`src/rtl/core_fetch_if.sv`:
```
// Instruction-memory read port: fetch/fetch_addr request, ready/fetch_data same-cycle response.
// master = fetch unit, slave = instruction memory.
interface core_fetch_if #(
  parameter int PTR_W = 15
);
  logic             fetch;
  logic [PTR_W-1:0] fetch_addr;
  logic             ready;
  logic [15:0]      fetch_data;

  modport master (output fetch, output fetch_addr, input ready, input fetch_data);
  modport slave  (input fetch, input fetch_addr, output ready, output fetch_data);
endinterface

```
`src/rtl/core_fetch.sv`:
```
// Fetch front end: sequential halfword reads into a DEPTH-entry prefetch FIFO, one insn per cycle to decode.
// Empty-FIFO accept bypasses to insn next edge; stall holds insn and fills the FIFO; full or redirect drops fetch.
module core_fetch #(
  parameter int               PTR_W    = 15,
  parameter int               DEPTH    = 4,
  parameter logic [PTR_W-1:0] RESET_PC = '0,
  parameter logic [15:0]      NOP_INSN = 16'h0000
) (
  input  logic             clk,
  input  logic             rst,
  core_fetch_if.master     mem,
  input  logic             redirect,
  input  logic [PTR_W-1:0] redirect_pc,
  input  logic             stall,
  output logic [15:0]      insn,
  output logic [PTR_W-1:0] insn_pc,
  output logic             bubble
);
  localparam int AW = $clog2(DEPTH);
  localparam int CW = AW + 1;

  typedef struct packed {
    logic [15:0]      dat;
    logic [PTR_W-1:0] pc;
  } entry_t;

  entry_t           fifo_q [DEPTH];
  logic [PTR_W-1:0] pc;
  logic [AW-1:0]    rd_ptr;
  logic [AW-1:0]    wr_ptr;
  logic [CW-1:0]    count;
  logic             empty;
  logic             accept;
  logic             push;
  logic             pop;

  assign empty          = (count == '0);
  assign mem.fetch      = !rst && !redirect && (count < CW'(DEPTH));
  assign mem.fetch_addr = pc;
  assign accept         = mem.fetch && mem.ready;
  assign pop            = !stall && !empty;
  // An accept only skips the FIFO when it can go straight out to decode.
  assign push           = accept && (stall || !empty);

  always_ff @(posedge clk) begin
    if (push) begin
      fifo_q[wr_ptr] <= entry_t'{dat: mem.fetch_data, pc: pc};
    end
  end

  always_ff @(posedge clk) begin
    if (rst) begin
      pc      <= RESET_PC;
      count   <= '0;
      rd_ptr  <= '0;
      wr_ptr  <= '0;
      insn    <= NOP_INSN;
      insn_pc <= RESET_PC;
      bubble  <= 1'b1;
    end else if (redirect) begin
      pc      <= redirect_pc;
      count   <= '0;
      rd_ptr  <= '0;
      wr_ptr  <= '0;
      insn    <= NOP_INSN;
      insn_pc <= redirect_pc;
      bubble  <= 1'b1;
    end else begin
      if (accept) begin
        pc <= pc + 1'b1;
      end
      if (push) begin
        wr_ptr <= wr_ptr + 1'b1;
      end
      if (pop) begin
        rd_ptr <= rd_ptr + 1'b1;
      end
      count <= count + CW'(push) - CW'(pop);
      if (!stall) begin
        if (!empty) begin
          insn    <= fifo_q[rd_ptr].dat;
          insn_pc <= fifo_q[rd_ptr].pc;
          bubble  <= 1'b0;
        end else if (accept) begin
          insn    <= mem.fetch_data;
          insn_pc <= pc;
          bubble  <= 1'b0;
        end else begin
          insn   <= NOP_INSN;
          bubble <= 1'b1;
        end
      end
    end
  end
endmodule
```
`src/flat_wrapper.sv`:
```
// flat-port wrapper written by rule: the top's interface ports become plain ports
module core_fetch_flat 
#(
  parameter int               PTR_W    = 15,
  parameter int               DEPTH    = 4,
  parameter logic [PTR_W-1:0] RESET_PC = '0,
  parameter logic [15:0]      NOP_INSN = 16'h0000
)
  (clk, rst, redirect, redirect_pc, stall, insn, insn_pc, bubble, mem_fetch, mem_fetch_addr, mem_ready, mem_fetch_data);
  core_fetch_if #(.PTR_W(PTR_W)) mem_i ();
  input  logic clk;
  input  logic rst;
  input  logic redirect;
  input  logic [PTR_W-1:0] redirect_pc;
  input  logic stall;
  output logic [15:0] insn;
  output logic [PTR_W-1:0] insn_pc;
  output logic bubble;
  output wire logic [$bits(mem_i.fetch)-1:0] mem_fetch;
  output wire logic [$bits(mem_i.fetch_addr)-1:0] mem_fetch_addr;
  input wire logic [$bits(mem_i.ready)-1:0] mem_ready;
  input wire logic [$bits(mem_i.fetch_data)-1:0] mem_fetch_data;
  assign mem_fetch = mem_i.fetch;
  assign mem_fetch_addr = mem_i.fetch_addr;
  assign mem_i.ready = mem_ready;
  assign mem_i.fetch_data = mem_fetch_data;
  core_fetch #(.PTR_W(PTR_W), .DEPTH(DEPTH), .RESET_PC(RESET_PC), .NOP_INSN(NOP_INSN)) u_core (.clk(clk), .rst(rst), .mem(mem_i), .redirect(redirect), .redirect_pc(redirect_pc), .stall(stall), .insn(insn), .insn_pc(insn_pc), .bubble(bubble));
endmodule
```
`config.mk`:
```
export PLATFORM = sky130hd
export DESIGN_NAME = core_fetch_flat
export DESIGN_NICKNAME = d
export VERILOG_FILES = /design/src/rtl/core_fetch_if.sv /design/src/rtl/core_fetch.sv /design/src/flat_wrapper.sv
export SDC_FILE = /design/constraint.sdc
export NUM_CORES = 1
export LEC_CHECK = 0
export CELL_PAD_IN_SITES_DETAIL_PLACEMENT = 1
export CELL_PAD_IN_SITES_GLOBAL_PLACEMENT = 1
export CORE_MARGIN = 3
export CORE_UTILIZATION = 32
export CTS_CLUSTER_SIZE = 16
export DETAILED_ROUTE_END_ITERATION = 10
export HOLD_SLACK_MARGIN = 0.06
export PLACE_DENSITY = 0.57
export SLEW_MARGIN = 5
export SYNTH_ARGS = -nofsm -noshare
export SYNTH_HDL_FRONTEND = slang
export SYNTH_SLANG_ARGS = --single-unit
```
`constraint.sdc`:
```
create_clock -name clk -period 3.2 [get_ports clk]
set_clock_uncertainty 0.05 [all_clocks]
set_input_delay 0.32 -clock clk [delete_from_list [all_inputs] [get_ports clk]]
set_output_delay 0.32 -clock clk [all_outputs]
set_load 0.03 [all_outputs]
```
==> results of run 1 <==
==> registers in the layout, indices dropped and copies added (netlist names), named ones only <==
name                   flops
u_core.wr_ptr              2
u_core.rd_ptr              2
u_core.fifo_q            124
u_core.insn               16
u_core.insn_pc            15
u_core.count               3
u_core.bubble              1
u_core.mem.fetch_addr     15
==> stage by stage <==
step / utilization / setup WS (ps) / cells
2_1_floorplan: - / 684 / 503
3_3_place_gp: 0.386 / 751 / 859
3_5_place_dp: 0.386 / 670 / 859
4_1_cts: 0.414 / 827 / 891
5_1_grt: 0.414 / 740 / 891
6_report: 0.414 / 865 / 891
==> cell families (layout without fill, tap and decap cells) <==
| group | count (synthesis) | after routing | synth area share |
|---|---|---|---|
| xor gates and xnor gates | 9 | 9 | 0.0108 |
| adders and majority gates | 8 | 8 | 0.0148 |
| muxes | 37 | 37 | 0.105 |
| AOI/OAI and AO/OA | 96 | 96 | 0.0934 |
| DFF | 180 | 180 | 0.666 |
| and+or+nand+nor | 132 | 132 | 0.0847 |
| buffers and inverters | 41 | 149 | 0.0253 |
==> routing by layer <==
layer	share of wire	up-vias	wire (um)
met3	0.048	16	908
met4	0.011	0	204
met1	0.45	2387	8590
met2	0.49	115	9370
met5	0	-	0
li1	-	2123	-
==> critical path, delay by kind of cell <==
| family | cells | cell delay, ps |
|---|---|---|
| simple gates | 2 | 700 |
| buf+inv | 3 | 940 |
==> cells in the mapped netlist (all sizes together), types with 3 or more instances <==
cell | count | share of area
a221oi | 16 | 0.019
and2 | 8 | 0.0069
nand3 | 9 | 0.0062
a31oi | 10 | 0.0086
mux2i | 3 | 0.0041
nor3 | 3 | 0.0036
o21ai | 19 | 0.013
mux4 | 31 | 0.096
dfxtp | 56 | 0.15
inv | 9 | 0.0046
a211oi | 3 | 0.0031
edfxtp | 124 | 0.51
nor2 | 36 | 0.019
a22oi | 7 | 0.0072
or2 | 3 | 0.0026
nor4 | 3 | 0.0026
nand4 | 6 | 0.0052
a21o | 16 | 0.017
a21oi | 13 | 0.0089
xnor2 | 7 | 0.0084
buf | 14 | 0.011
clkbuf | 17 | 0.0088
ha | 7 | 0.012
mux2 | 3 | 0.0046
nand2 | 52 | 0.027
==> cell type report <==
type,instances,share of cell area
Multi-Input combinational cell,282,0.245
Clock inverter,10,0.0127
Sequential cell,180,0.530
Clock buffer,22,0.0554
Timing Repair Buffer,107,0.114
Tap cell,280,0.0383
Inverter,10,0.00410
==> report_power, final <==
group / switching [mW] / total, mW / internal (mW)
Sequential: 0.0509 / 2.58 / 2.53
Clock: 0.904 / 2.19 / 1.29
Combinational: 0.248 / 0.429 / 0.180
Total: 1.20 / 5.21 / 4.00
==> path summary, 6_finish.rpt <==
kind	slack, ps	from	depth (start not counted)	to
hold reg to reg	440	u_core.insn_pc[1]$_SDFFE_PP0P_	2	u_core.insn_pc[1]$_SDFFE_PP0P_
setup / recovery	870	redirect	5	mem_fetch
hold / removal	410	redirect_pc[5]	3	u_core.mem.fetch_addr[5]$_SDFFE_PP0P_
setup reg to reg	900	u_core.count[2]$_SDFF_PP0_	8	u_core.count[2]$_SDFF_PP0_
==> impl_metrics.csv, run 1 <==
group,metric,value,unit
clock_tree,post_cts.resized_instances,0,
worst_setup_path,worstPathArrival,1960,ps
sta,post-route-min-period,2330,ps
detailed_routing,drt-initial-drc-count,236,
power,vdd_ir_drop_max,349,uV
worst_setup_path,worstPathCellList,"clkdlybuf4s50_1 > buf_4 > or2_2 > nor2_1 > buf_12",
worst_hold_path,worst_hold_path_type,"input port to flop",
finish,mostFrequentLayoutCell,"sky130_fd_sc_hd__edfxtp_1",
clock_tree,clk_path_buf_depth,2,
finish,num-nets-final,642,
logic_synthesis,synth_edf_count,124,
sta,report.final.hold_viol_count,0,
global_routing,grtUsageMet2,0.263,
logic_synthesis,postSynthRegisterBits,180,
logic_synthesis,ys_dominant_reg_cell,"sky130_fd_sc_hd__edfxtp_1",
die,dieWidth,157,um
finish,design_area,9150,um^2
placement,place.gp.congestion,0.727,
detailed_routing,drc,0,
finish,layout_cell_share_with_drive_strength_beyond_1,0.162,
logic_synthesis,synth_seq_area_share,0.666,
sta,final-setup-viol-count,0,
sta,drv_slew,0,
logic_synthesis,synth.avg_cell_area,14.5,um^2
sta,final.period_utilization,0.730,
placement,port-buffer-count,83,
sta,max_slew.worst_pin.slew,940,ps
worst_setup_path,timing_worst_setup_path_type,"input port to primary output",
power,powerDensity,569,nW/um^2
worst_setup_path,timing.critical_path.to_type,"primary output",
detailed_routing,num_vias,4641,
clock_tree,clock_latency,440,ps
worst_setup_path,critPathRequiredTime,2830,ps
finish,synthToLayoutAreaGrowth,25.8,%
detailed_routing,tritonroute_pass_1_iters,5,
finish,final_cell_mix,"124 x sky130_fd_sc_hd__edfxtp_1, 82 x sky130_fd_sc_hd__clkdlybuf4s50_1, 55 x sky130_fd_sc_hd__dfxtp_1",
sta,fin_worst_hold_slack,413,ps
global_routing,antenna_violations_before_repair,0,
logic_synthesis,syn-cell-area,7270,um^2
global_routing,grtUsageMet3,0.0423,
global_routing,track_usage,0.161,
worst_setup_path,cpPeakStageDelay,500,ps
detailed_routing,routed_wl,19.1,mm
placement,placedInstanceArea,8520,um^2
clock_tree,clock_tree_from_tritoncts,"yes",
global_routing,wire_length_of_the_first_global_routing_pass,29.7,mm
clock_tree,post_cts_setup_buffer_count,0,
logic_synthesis,synth_cells,503,
clock_tree,tritoncts_sinks,180,
worst_setup_path,crit_path_max_fanout,24,
clock_tree,clk_transition_reported_paths,70,ps
clock_tree,cts.root.buffer_cell,"sky130_fd_sc_hd__clkbuf_16",
logic_synthesis,synth.lib_cells_used.distinct,50,
die,die_area,24600,um^2
clock_tree,numCtsBuffers,17,
global_routing,global_route_total_overflow,0,
finish,fillCellCount,2247,
finish,final-seq-area,4850,um^2
worst_setup_path,cp-start-kind,"input port",
run_status,outcome,"completed",
finish,multi_input_comb_area,2240,um^2
placement,dp.final_hpwl,12.3,mm
sta,timing.fmax,428,MHz
power,total_power,5.21,mW
detailed_routing,postRouteAntennaNets,0,
sta,grt_setup_unrepaired,"no",
die,core_region_area,22100,um^2
logic_synthesis,number_of_synthesis_warnings,0,
finish,antenna-diode-count,0,
sta,tns,0,ps
detailed_routing,wire_per_inst,21.4,um
logic_synthesis,async_set_reset_flop_share_out_of_synthesis,0,
run,drv.max_cap_violation_count,0,
detailed_routing,route.detailed.vias_per_inst,5.21,
sta,maxSlewHeadroom,0.372,
clock_tree,h-tree-depth,4,
die,die_h,157,um
power,power.static_leakage,2.96,nW
clock_tree,hold_buffers,0,
die,fp-row-count,54,
global_routing,globalRoute.busiestLayer,"met2",
global_routing,via_count_of_the_first_global_routing_pass,4986,
logic_synthesis,postSynthNetCount,547,
global_routing,grt_util_met1,0.214,
die,io-pin-count,84,
die,initial_utilization,0.329,
global_routing,largest_net_degree_at_the_start_of_global_routing,34,
worst_setup_path,critical-path-slowest-cell,"sky130_fd_sc_hd__clkdlybuf4s50_1",
Note: power is estimated with default switching activity, not from simulation.
==> run 2, diff against run 1 <==
Clock period 3.2 ns to 2.3 ns, I/O delays scaled along.
==> run 2 against run 1 <==
  * Non-clock buffer count rose by 24
  * First-iteration DRC count rose by 7.2%
  * Worst hold slack got worse by 73 ps
  * Sequential power rose by 38%
  * Die area did not move
  * Critical path type is now flop to flop
  * Critical endpoint is now u_core.insn_pc[5]$_SDFFE_PP0P_
==> impl_metrics.csv, run 2 (synthesized netlist as in run 1, its figures left out) <==
group,metric,value,unit
die,die_h,157,um
worst_setup_path,timing.critical_path.to_type,"flop",
placement,place.gp.congestion,0.727,
die,initial_utilization,0.329,
finish,synthToLayoutAreaGrowth,30.3,%
worst_setup_path,critPathRequiredTime,2540,ps
detailed_routing,tritonroute_pass_1_iters,4,
sta,report.final.hold_viol_count,0,
sta,final.period_utilization,0.940,
sta,grt_setup_unrepaired,"no",
power,total_power,7.30,mW
sta,timing.fmax,463,MHz
sta,max_slew.worst_pin.slew,636,ps
detailed_routing,drt-initial-drc-count,253,
sta,final-setup-viol-count,0,
clock_tree,numCtsBuffers,17,
clock_tree,h-tree-depth,4,
sta,setup_ws,139,ps
placement,port-buffer-count,83,
worst_setup_path,cp-start-kind,"flop",
finish,mostFrequentLayoutCell,"sky130_fd_sc_hd__edfxtp_1",
worst_hold_path,worst_hold_path_type,"input port to flop",
global_routing,via_count_of_the_first_global_routing_pass,5136,
run,drv.max_cap_violation_count,0,
worst_setup_path,worstPathCellList,"buf_4 > or3_1 > o211ai_4 > buf_4 > a21o_1 > a31oi_1",
clock_tree,clk_path_buf_depth,2,
placement,dp.final_hpwl,12.6,mm
worst_setup_path,cpPeakStageDelay,590,ps
run_status,outcome,"completed",
clock_tree,clock_tree_from_tritoncts,"yes",
die,io-pin-count,84,
power,power.static_leakage,3.11,nW
finish,num-nets-final,666,
finish,largest-register,"u_core.fifo_q",
die,die_area,24600,um^2
clock_tree,clock_latency,420,ps
power,vdd_ir_drop_max,475,uV
worst_setup_path,timing_worst_setup_path_type,"flop to flop",
detailed_routing,met2_wirelength,9.62,mm
finish,antenna-diode-count,0,
worst_setup_path,worstPathArrival,2400,ps
detailed_routing,met3_wirelength,876,um
power,powerDensity,771,nW/um^2
detailed_routing,drc,0,
die,core_region_area,22100,um^2
finish,final_cell_mix,"124 x sky130_fd_sc_hd__edfxtp_1, 82 x sky130_fd_sc_hd__clkdlybuf4s50_1, 55 x sky130_fd_sc_hd__dfxtp_1",
finish,layout_cell_share_with_drive_strength_beyond_1,0.208,
placement,pre_cts_ws,-17.5,ps
clock_tree,post_cts_setup_buffer_count,0,
detailed_routing,postRouteAntennaNets,0,
global_routing,antenna_violations_before_repair,0,
global_routing,global_route_total_overflow,0,
clock_tree,cts.root.buffer_cell,"sky130_fd_sc_hd__clkbuf_16",
finish,number_of_flip_flops_under_the_largest_register_name,124,
clock_tree,clk_transition_reported_paths,70,ps
detailed_routing,num_vias,4698,
worst_setup_path,cpMostUsedCell,"sky130_fd_sc_hd__buf_4",
sta,maxSlewHeadroom,0.576,
global_routing,wire_length_of_the_first_global_routing_pass,30.3,mm
sta,drv_slew,0,
sta,post-route-min-period,2160,ps
finish,largest_registers,"u_core.fifo_q: 124 flops, u_core.insn: 16 flops",
global_routing,largest_net_degree_at_the_start_of_global_routing,34,
global_routing,track_usage,0.163,
detailed_routing,routed_wl,19.3,mm
die,fp-row-count,54,
detailed_routing,dr.max_layer_used,"met4",
detailed_routing,met1_length,8.62,mm
clock_tree,tritoncts_sinks,180,
worst_setup_path,critical-path-slowest-cell,"sky130_fd_sc_hd__or3_1",
detailed_routing,wire_per_inst,21.1,um
die,dieWidth,157,um
worst_setup_path,crit_path_max_fanout,10,
detailed_routing,route.detailed.vias_per_inst,5.13,
==> run 2: repair_timing <==
action                                  4_1_cts  5_1_grt
hold buffers                                  0        0
endpoints found under the setup margin        0        6
resized for setup                             0        2
==> run 2: final cells by class <==
| class | count | area, um^2 |
|---|---|---|
| Clock buffer | 18 | 429 |
| Inverter | 10 | 37.5 |
| Tap cell | 280 | 350 |
| Timing Repair Buffer | 131 | 1340 |
| Sequential cell | 180 | 4850 |
| Multi-Input combinational cell | 282 | 2280 |
| Clock inverter | 14 | 194 |
| Fill cell | 2205 | 12600 |
==> run 2: critical path, delay by kind of cell, from the launching register on <==
family	cells	cell delay, ps
AND/OR/NAND/NOR	1	590
buffers and inverters	2	420
flip-flops	1	340
AO/OA/AOI/OAI	3	620
==> run 2: report_power, final <==
group	internal, mW	leakage [nW]	switching [mW]
clock	1.75	0.305	1.30
sequential	3.52	1.59	0.0431
combinational	0.292	1.22	0.388
total	5.57	3.11	1.74
==> run 2: final timing paths <==
check                                               startpoint                               endpoint  slack (ps)  depth (start not counted)
worst max-delay path                u_core.count[2]$_SDFF_PP0_         u_core.insn_pc[5]$_SDFFE_PP0P_         140                          6
worst min-delay path                            redirect_pc[5]  u_core.mem.fetch_addr[5]$_SDFFE_PP0P_         340                          3
worst max register to register      u_core.count[2]$_SDFF_PP0_         u_core.insn_pc[5]$_SDFFE_PP0P_         140                          6
worst min register to register  u_core.insn_pc[1]$_SDFFE_PP0P_         u_core.insn_pc[1]$_SDFFE_PP0P_         450                          2
==> run 2: per-stage QoR <==
step	hold slack (ps)	instances	utilization	setup TNS (ps)	area, um^2
final	340	915	0.429	0	9470
after global routing	337	915	0.429	0	9470
after CTS	315	915	0.428	0	9460
after detailed placement	424	883	0.400	-41.4	8840
after global placement	419	883	0.400	0	8840
after floorplan	279	503	-	-26.9	7310
==> run 2: metal layers <==
layer	vias up	track usage
li1	2168	-
met1	2393	0.217
met2	122	0.276
met3	15	0.0313
met5	-	0
met4	0	0.0425
==> run 3, diff against run 2 <==
Settings changed: CAP_MARGIN from default to 20.
==> results of run 3 <==
Same layout as run 2: the final DEF is identical, and so are final timing and power.
